`config.mk`:
```
export PLATFORM = sky130hd
export DESIGN_NAME = fifo_write_arbiter
export DESIGN_NICKNAME = d
export VERILOG_FILES = /design/src/rtl/fifo_write_arbiter.sv
export SDC_FILE = /design/constraint.sdc
export NUM_CORES = 1
export LEC_CHECK = 0
export CAP_MARGIN = 5
export CORE_AREA = 2 2 159 161
export DETAILED_ROUTE_END_ITERATION = 7
export DIE_AREA = 0 0 161 163
export HOLD_SLACK_MARGIN = 0.06
export PLACE_DENSITY = 0.79
export SYNTH_ARGS = -nofsm -noshare
export SYNTH_HDL_FRONTEND = slang
export SYNTH_SLANG_ARGS = --single-unit
```
`constraint.sdc`:
```
create_clock -name clk -period 7.02 [get_ports clk]
set_input_delay 1.053 -clock clk [delete_from_list [all_inputs] [get_ports clk]]
set_output_delay 1.053 -clock clk [all_outputs]
set_load 0.02 [all_outputs]
```
`src/rtl/fifo_write_arbiter.sv`:
```
// Shares the single write port of fifo_top among NUM_REQ packet sources.
// Round-robin (optional requester-0 priority) arbitration, drop-on-full accounting, status stamping.
module fifo_write_arbiter #(
  parameter int FIFO_WIDTH = 63,
  parameter int FIFO_DEPTH = 2048,
  parameter int FIFO_BITS  = $clog2(FIFO_DEPTH),
  parameter int NUM_REQ    = 4,
  parameter int DROP_BITS  = 16
) (
  input  logic                           clk,
  input  logic                           reset,
  input  logic [NUM_REQ-1:0]             req_valid,
  input  logic [NUM_REQ*FIFO_WIDTH-1:0]  req_data,
  output logic [NUM_REQ-1:0]             req_ready,
  input  logic [FIFO_BITS:0]             fifo_counter,
  input  logic                           fifo_full,
  input  logic                           fifo_half,
  output logic                           write_n,
  output logic [FIFO_WIDTH-1:0]          data_in,
  input  logic                           priority_en,
  input  logic                           drop_on_full,
  input  logic                           clear_drop,
  output logic [$clog2(NUM_REQ)-1:0]     grant_id,
  output logic                           overflow,
  output logic [NUM_REQ*DROP_BITS-1:0]   drop_count
);

  localparam int                   ID_W      = $clog2(NUM_REQ);
  localparam logic [FIFO_BITS:0]   LAST_FREE = (FIFO_BITS+1)'(FIFO_DEPTH - 1);
  localparam logic [DROP_BITS-1:0] DROP_MAX  = '1;

  logic                  write_n_q, write_n_d;
  logic [FIFO_WIDTH-1:0] data_in_q, data_in_d;
  logic [ID_W-1:0]       grant_id_q, grant_id_d;
  logic [ID_W-1:0]       rr_ptr_q, rr_ptr_d;
  logic                  overflow_q, overflow_d;
  logic [DROP_BITS-1:0]  drop_cnt_q [NUM_REQ];
  logic [DROP_BITS-1:0]  drop_cnt_d [NUM_REQ];

  logic                  room;
  logic                  win_found;
  logic                  prio_win;
  logic [ID_W-1:0]       win_idx;
  logic [ID_W-1:0]       cand_idx;
  int                    cand;
  logic [NUM_REQ-1:0]    drop_vec;
  logic                  drop_any;
  logic                  accept;

  // An in-flight write is one more occupied slot than fifo_counter shows yet.
  // NOTE: every variable gets a default at the top of each always_comb so no path can infer a latch.
  always_comb begin
    room      = !fifo_full && !(!write_n_q && (fifo_counter >= LAST_FREE));
    win_found = 1'b0;
    prio_win  = 1'b0;
    win_idx   = '0;
    cand      = 0;
    cand_idx  = '0;
    if (priority_en && req_valid[0]) begin
      win_found = 1'b1;
      prio_win  = 1'b1;
    end else begin
      for (int k = 0; k < NUM_REQ; k++) begin
        cand = int'(rr_ptr_q) + k;
        if (cand >= NUM_REQ) cand = cand - NUM_REQ;
        cand_idx = ID_W'(cand);
        if (!win_found && req_valid[cand_idx]) begin
          win_found = 1'b1;
          win_idx   = cand_idx;
        end
      end
    end
  end

  always_comb begin
    req_ready = '0;
    drop_vec  = '0;
    if (!reset) begin
      if (room) begin
        if (win_found) req_ready[win_idx] = 1'b1;
      end else if (drop_on_full) begin
        req_ready = req_valid;
        drop_vec  = req_valid;
      end
    end
  end

  assign drop_any = |drop_vec;
  assign accept   = !reset && room && win_found;

  always_comb begin
    write_n_d  = !accept;
    data_in_d  = data_in_q;
    grant_id_d = grant_id_q;
    rr_ptr_d   = rr_ptr_q;
    overflow_d = overflow_q;
    if (accept) begin
      data_in_d     = req_data[int'(win_idx)*FIFO_WIDTH +: FIFO_WIDTH];
      data_in_d[61] = fifo_half;
      data_in_d[60] = overflow_q | drop_any;
      grant_id_d    = win_idx;
      if (!prio_win) rr_ptr_d = (int'(win_idx) == NUM_REQ - 1) ? '0 : win_idx + 1'b1;
    end
    // A drop in the same cycle as clear_drop wins over the clear.
    if (drop_any)        overflow_d = 1'b1;
    else if (clear_drop) overflow_d = 1'b0;
    for (int i = 0; i < NUM_REQ; i++) begin
      drop_cnt_d[i] = clear_drop ? '0 : drop_cnt_q[i];
      if (drop_vec[i] && (drop_cnt_d[i] != DROP_MAX)) drop_cnt_d[i] = drop_cnt_d[i] + 1'b1;
    end
  end

  // NOTE: sequential state uses non-blocking assignments so every flop samples pre-edge values.
  // NOTE: the drop counters are a handful of status flops, not a RAM, so resetting them is cheap and required.
  always_ff @(posedge clk or posedge reset) begin
    if (reset) begin
      write_n_q  <= 1'b1;
      data_in_q  <= '0;
      grant_id_q <= '0;
      rr_ptr_q   <= '0;
      overflow_q <= 1'b0;
      for (int i = 0; i < NUM_REQ; i++) drop_cnt_q[i] <= '0;
    end else begin
      write_n_q  <= write_n_d;
      data_in_q  <= data_in_d;
      grant_id_q <= grant_id_d;
      rr_ptr_q   <= rr_ptr_d;
      overflow_q <= overflow_d;
      for (int i = 0; i < NUM_REQ; i++) drop_cnt_q[i] <= drop_cnt_d[i];
    end
  end

  assign write_n  = write_n_q;
  assign data_in  = data_in_q;
  assign grant_id = grant_id_q;
  assign overflow = overflow_q;

  for (genvar g = 0; g < NUM_REQ; g++) begin : g_drop_out
    assign drop_count[g*DROP_BITS +: DROP_BITS] = drop_cnt_q[g];
  end

endmodule

```
==> impl_metrics.toml, run 1 <==
[outcome]
status = "complete, no violations"

[power]
peakVddDrop_mv = 0.143
power_density_nw_per_um2 = 248
p_leak_nw = 5.16

[final_layout]
most-common-layout-cells = "clkdlybuf4s50_1, dfrtp_1, mux2i_1"
layout_commonest_cell = "clkdlybuf4s50_1"
multi_input_area_um2 = 4270
drive_gt1_share_pct = 4.66
fin_nets = 1451
fin_util_pct = 51.8
num-fill-cells = 2225
syn_to_final_growth_pct = 62.0
regArea_um2 = 3330

[routing]
ant_nets = 0
wl_per_cell_um = 19.5
finalWirelength_um = 29400
drtIter0Drc = 505
firstDrtPassIters = 5
vias = 7966
avgViaCountPerCell = 5.27
drcViolationCount = 0

[timing]
skew_ns = 0.0151
rsz0062_at_grt = "false"
slew_violations = 0
setup_viol = 0
fin_tns_setup_ns = 0
holdWs_ns = 0.485
tightest_slew_ns = 1.09
max_clock_freq_mhz = 196
hold_viol = 0
max_slew_margin_pct = 27.1
min_period_ns = 5.10
setup_ws_ns = 1.92
finalCritPeriodShare_pct = 72.6

[yosys]
ys.flop_type = "dfrtp_1"
synthCells = 795
synth.area.mux_share_pct = 17.3
syn-cell-area_um2 = 7890
ys_ff_latch = 133
yosys.area_share.simple_pct = 19.7
synthAdderAreaFrac_pct = 1.27
synth-edff-count = 0
synth_cell_types = 51
synth-xor-area-share_pct = 3.33
synth-compound-area-share_pct = 12.2
seq_area_frac_synth_pct = 42.2
ys_async_sr_fraction_pct = 100
ys_warn_count = 0
synth_top_family_by_area = "simple AND/OR/NAND/NOR gates"
synth_nets = 1078
postSynthAreaPerCell_um2 = 9.93

[setup_path]
max_stage_delay_ns = 0.80
crit_fanout = 14
path_buf_inv = 3
critical_path_class = "in2out"
cp-start-kind = "input pin"
crit_chain = "clkdlybuf4s50_1, a21oi_1, o21ai_1, a221oi_4, inv_1, ha_1, nand2_1, nand2_1, clkdlybuf4s50_1"
cp_top_family = "buffers and inverters"
crit_required_ns = 5.97
endpoint_kind = "primary output"
worst_path_max_delay_cell = "a221oi_4"
cp.arrival_ns = 4.05

[clock_tree]
cts_tree = "done"
cts_htree_levels = 4
cts_hold_buf = 0
clock_path_buffers = 2
numCtsBuffers = 17
post-cts-setup-buffers = 0
clk_pin_slew_ns = 0.06
clk_latency_ns = 0.42
cts_resized = 0
clock_sinks = 133
cts-root-buf = "clkbuf_16"

[global_route]
grt_max_degree = 71
grt_overflow = 0
grt_pass1_vias = 7945
grt_pass1_wl_um = 44800
antenna_found_initial = 6
grt_use_total_pct = 22.0

[floorplan]
fp.dieW_um = 161
die_area_um2 = 26200
num_rows = 58
ios = 410
core_area_um2 = 24700
die_h_um = 163
start_util_pct = 32.0

[run]
max_cap_viol_count = 0

[placement]
pre_cts_slack_ns = 1.86
gp_routability_congestion = 0.852
place.port_buffers = 401
dp_hpwl_um = 21700

[min_path]
hold_class = "reg2reg"
[where the power goes]
part	switching, mW	internal [mW]	leakage, nW	total (mW)
Clock	0.376	0.611	0.309	0.987
Combinational	0.586	0.590	3.10	1.18
Sequential	0.0930	0.910	1.75	1.00
[final cells by class]
class,instances,share of cell area (%)
Inverter,16,0.509
Tap cell,330,3.23
Antenna cell,2,0.0391
Multi-Input combinational cell,591,33.4
Clock inverter,13,1.52
Sequential cell,133,26.0
Timing Repair Buffer,409,31.8
Clock buffer,19,3.46
[worst paths after layout]
check,end,slack [ns],start,cells past startpoint
max,req_ready[1],1.92,req_valid[0],9
max reg2reg,data_in[26]$_DFFE_PP0P_,3.68,rr_ptr_q[1]$_DFFE_PP0P_,6
max in group asynchronous,data_in[14]$_DFFE_PP0P_,4.41,reset,3
min,data_in[32]$_DFFE_PP0P_,0.48,data_in[32]$_DFFE_PP0P_,2
min in group asynchronous,drop_count[13]$_DFF_PP0_,1.21,reset,2
min reg2reg,data_in[32]$_DFFE_PP0P_,0.48,data_in[32]$_DFFE_PP0P_,2
[routing by layer]
metal,share of wire [%],global-route usage (%),up-vias
li1,-,-,3718
met1,41,26.9,3894
met2,47,36.1,301
met3,8.5,7.97,45
met4,2.4,7.18,8
met5,0.18,0,-
[per-stage QoR]
step,area [um^2],instances,power (mW)
after floorplan,7890,795,1.62
after global placement,12100,1479,2.18
after detailed placement,12100,1479,2.19
after CTS,12800,1511,3.19
after global routing,12800,1513,3.32
final,12800,1513,3.17
[state kept, by name, summed over array words and instances, names as in the netlist]
signal	cells
data_in	63
rr_ptr_q	2
grant_id	2
drop_count	64
write_n	1
overflow	1
[worst min-delay path, stage by stage, from the launching register on]
cell and delay (ns):
dfrtp_1 0.34, nand2_1 0.05, o221ai_1 0.06
[Yosys cell counts (2+ instances only)]
master	instances	area, um^2
nand2b_1	7	43.8
nand3_1	28	140
nor4b_1	5	43.8
nor2_1	21	78.8
buf_2	17	85.1
nand4_1	10	62.6
buf_4	8	60.1
xor2_1	9	78.8
and4_1	4	35.0
and4b_1	3	30.0
ha_1	8	100
a21oi_1	22	110
o221ai_1	61	534
o211ai_1	2	15.0
and2_1	2	12.5
nor3_1	16	80.1
o21ai_1	4	20.0
nand4b_1	3	26.3
dfrtp_1	132	3300
nand3b_1	2	15.0
mux2i_1	123	1230
nor3b_1	6	45.0
or4_1	21	158
o21ai_0	3	15.0
inv_1	15	56.3
clkbuf_1	29	109
mux2_1	11	124
nand2_1	117	439
o31ai_1	19	143
xnor2_1	21	184
or2_2	2	12.5
nor4_1	11	68.8
and3_1	10	62.6
o311ai_1	2	17.5
nor2b_1	22	138
o211ai_2	3	37.5
o41ai_1	2	17.5
[cells by family (layout without fill, tap and decap cells)]
logic type                 after synthesis  in the layout
and+or+nand+nor                        294            294
DFF                                    133            133
xor gates and xnor gates                30             30
muxes                                  135            135
AOI/OAI and AO/OA                      124            124
other                                    0              2
adders and majority gates                8              8
buffers and inverters                   71            457
(Power assumes the default switching activity.)
==> run 2: changes to the inputs <==
Settings changed: CORE_AREA 2 2 159 161 to 2 2 160 162, DIE_AREA 0 0 161 163 to 0 0 162 164.
Clock period 7.02 ns to 4.95 ns, I/O delays scaled along.
==> run 2 against run 1 <==
Against the previous run: clock-buffer cell count is 2 lower; critical path depth stayed put; wire length is 1.1% higher; critical path type unchanged; via count is 0.51% higher; utilization is 0.15 points lower; power is 42% higher; flip-flop and latch count stayed put; critical endpoint is now req_ready[3]; sequential share of layout area is 0.079 points lower.
==> impl_metrics.toml, run 2 (synthesized netlist as in run 1, its figures left out) <==
[outcome]
status = "complete, no violations"

[clock_tree]
clk_pin_slew_ns = 0.06
cts-root-buf = "clkbuf_16"
cts_hold_buf = 0
cts_tree = "done"
post-cts-setup-buffers = 0
clk_latency_ns = 0.42
clock_sinks = 133
numCtsBuffers = 17
clock_path_buffers = 2
cts_htree_levels = 4
cts_resized = 0

[floorplan]
start_util_pct = 31.8
num_rows = 58
die_area_um2 = 26600
core_area_um2 = 24800
die_h_um = 164
ios = 410
fp.dieW_um = 162

[min_path]
min_from = "grant_id[0]$_DFFE_PP0P_"
hold_class = "reg2reg"

[final_layout]
fin_nets = 1453
final_area_um2 = 12800
layout_commonest_cell = "clkdlybuf4s50_1"
largest_reg_flops = 64
syn_to_final_growth_pct = 62.5
drive_gt1_share_pct = 4.82
most-common-layout-cells = "clkdlybuf4s50_1, dfrtp_1, mux2i_1"
fin_util_pct = 51.7
fin_cells = 1513

[power]
internal_power_mw = 2.98
clock_power_share_pct = 30.9
switching_share_pct = 33.6
comb_power_share_pct = 37.4
peakVddDrop_mv = 0.242
p_leak_nw = 5.18
p_seq_share_pct = 31.7
p_total_mw = 4.49
power_density_nw_per_um2 = 350
power_switching_mw = 1.51

[routing]
top_layer_used = "met4"
drcViolationCount = 0
m1WireLength_um = 11800
firstDrtPassIters = 5
drtIter0Drc = 537
avgViaCountPerCell = 5.29
wl_per_cell_um = 19.7
routed-wl-met3_um = 2720
vias = 8007
ant_nets = 0
finalWirelength_um = 29800
wl_met2_um = 14700

[global_route]
grt_overflow = 0
grt_pass1_wl_um = 45200
grt_max_degree = 69
grt_use_total_pct = 21.9
antenna_found_initial = 1
grt_pass1_vias = 7938

[timing]
skew_ns = 0.0109
min_period_ns = 3.96
rsz0062_at_grt = "false"
finalCritPeriodShare_pct = 80.0
setup_ws_ns = 0.992
hold_viol = 0
slew_violations = 0
setup_viol = 0
max_clock_freq_mhz = 253
holdWs_ns = 0.481
tightest_slew_ns = 0.933
max_slew_margin_pct = 37.6
fin_tns_setup_ns = 0

[setup_path]
crit_required_ns = 4.21
critical_path_class = "in2out"
cp-start-kind = "input pin"
cp.arrival_ns = 3.22
crit_fanout = 9
cp-startpoint = "req_valid[0]"
timing.rr.start = "rr_ptr_q[1]$_DFFE_PP0P_"
endpoint_kind = "primary output"

[placement]
place.port_buffers = 401
gp_routability_congestion = 0.853
place_inst = 1481
pre_cts_slack_ns = 0.964
dp_hpwl_um = 22300
dpl_cell_area_um2 = 12200

[run]
max_cap_viol_count = 0
==> run 2: path summary, 6_finish.rpt <==
path | endpoint | slack, ns | depth (start not counted)
min in group asynchronous | drop_count[34]$_DFF_PP0_ | 0.92 | 2
worst min-delay path | grant_id[0]$_DFFE_PP0P_ | 0.48 | 2
max in group asynchronous | data_in[53]$_DFFE_PP0P_ | 3.22 | 3
worst max-delay path | req_ready[3] | 0.99 | 9
worst max register to register | data_in[11]$_DFFE_PP0P_ | 2.03 | 7
worst min register to register | grant_id[0]$_DFFE_PP0P_ | 0.48 | 2
==> run 2: routing by layer <==
layer  GRT usage (%)  up-vias
met4            5.63        0
li1                -     3722
met3            7.70       34
met5               0        -
met2            37.2      342
met1            26.5     3909
==> run 2: cell type report <==
class,count,area (um^2)
multi-input cells,591,4270
repair buffers,411,4120
clock inverters,14,200
inverters,16,65.1
diodes,1,2.50
flip-flops and latches,133,3330
well taps,330,413
fillers,2286,12000
clock buffers,17,425
==> run 2: power by group through the flow <==
stage	Combinational [mW]	Sequential, mW	Clock [mW]
floorplan	0.635	1.66	0
global placement	1.67	1.43	0
detailed placement	1.69	1.43	0
CTS	1.70	1.42	1.42
global route	1.78	1.45	1.45
finish	1.68	1.42	1.39
==> run 2: worst max-delay path, cell delays in order <==
cell and delay [ns]:
clkdlybuf4s50_1 0.68, and2_1 0.20, o21ai_0 0.08, o21ai_1 0.36, inv_1 0.16, ha_1 0.22, inv_1 0.07, o21ai_1 0.07
clkdlybuf4s50_1 0.63
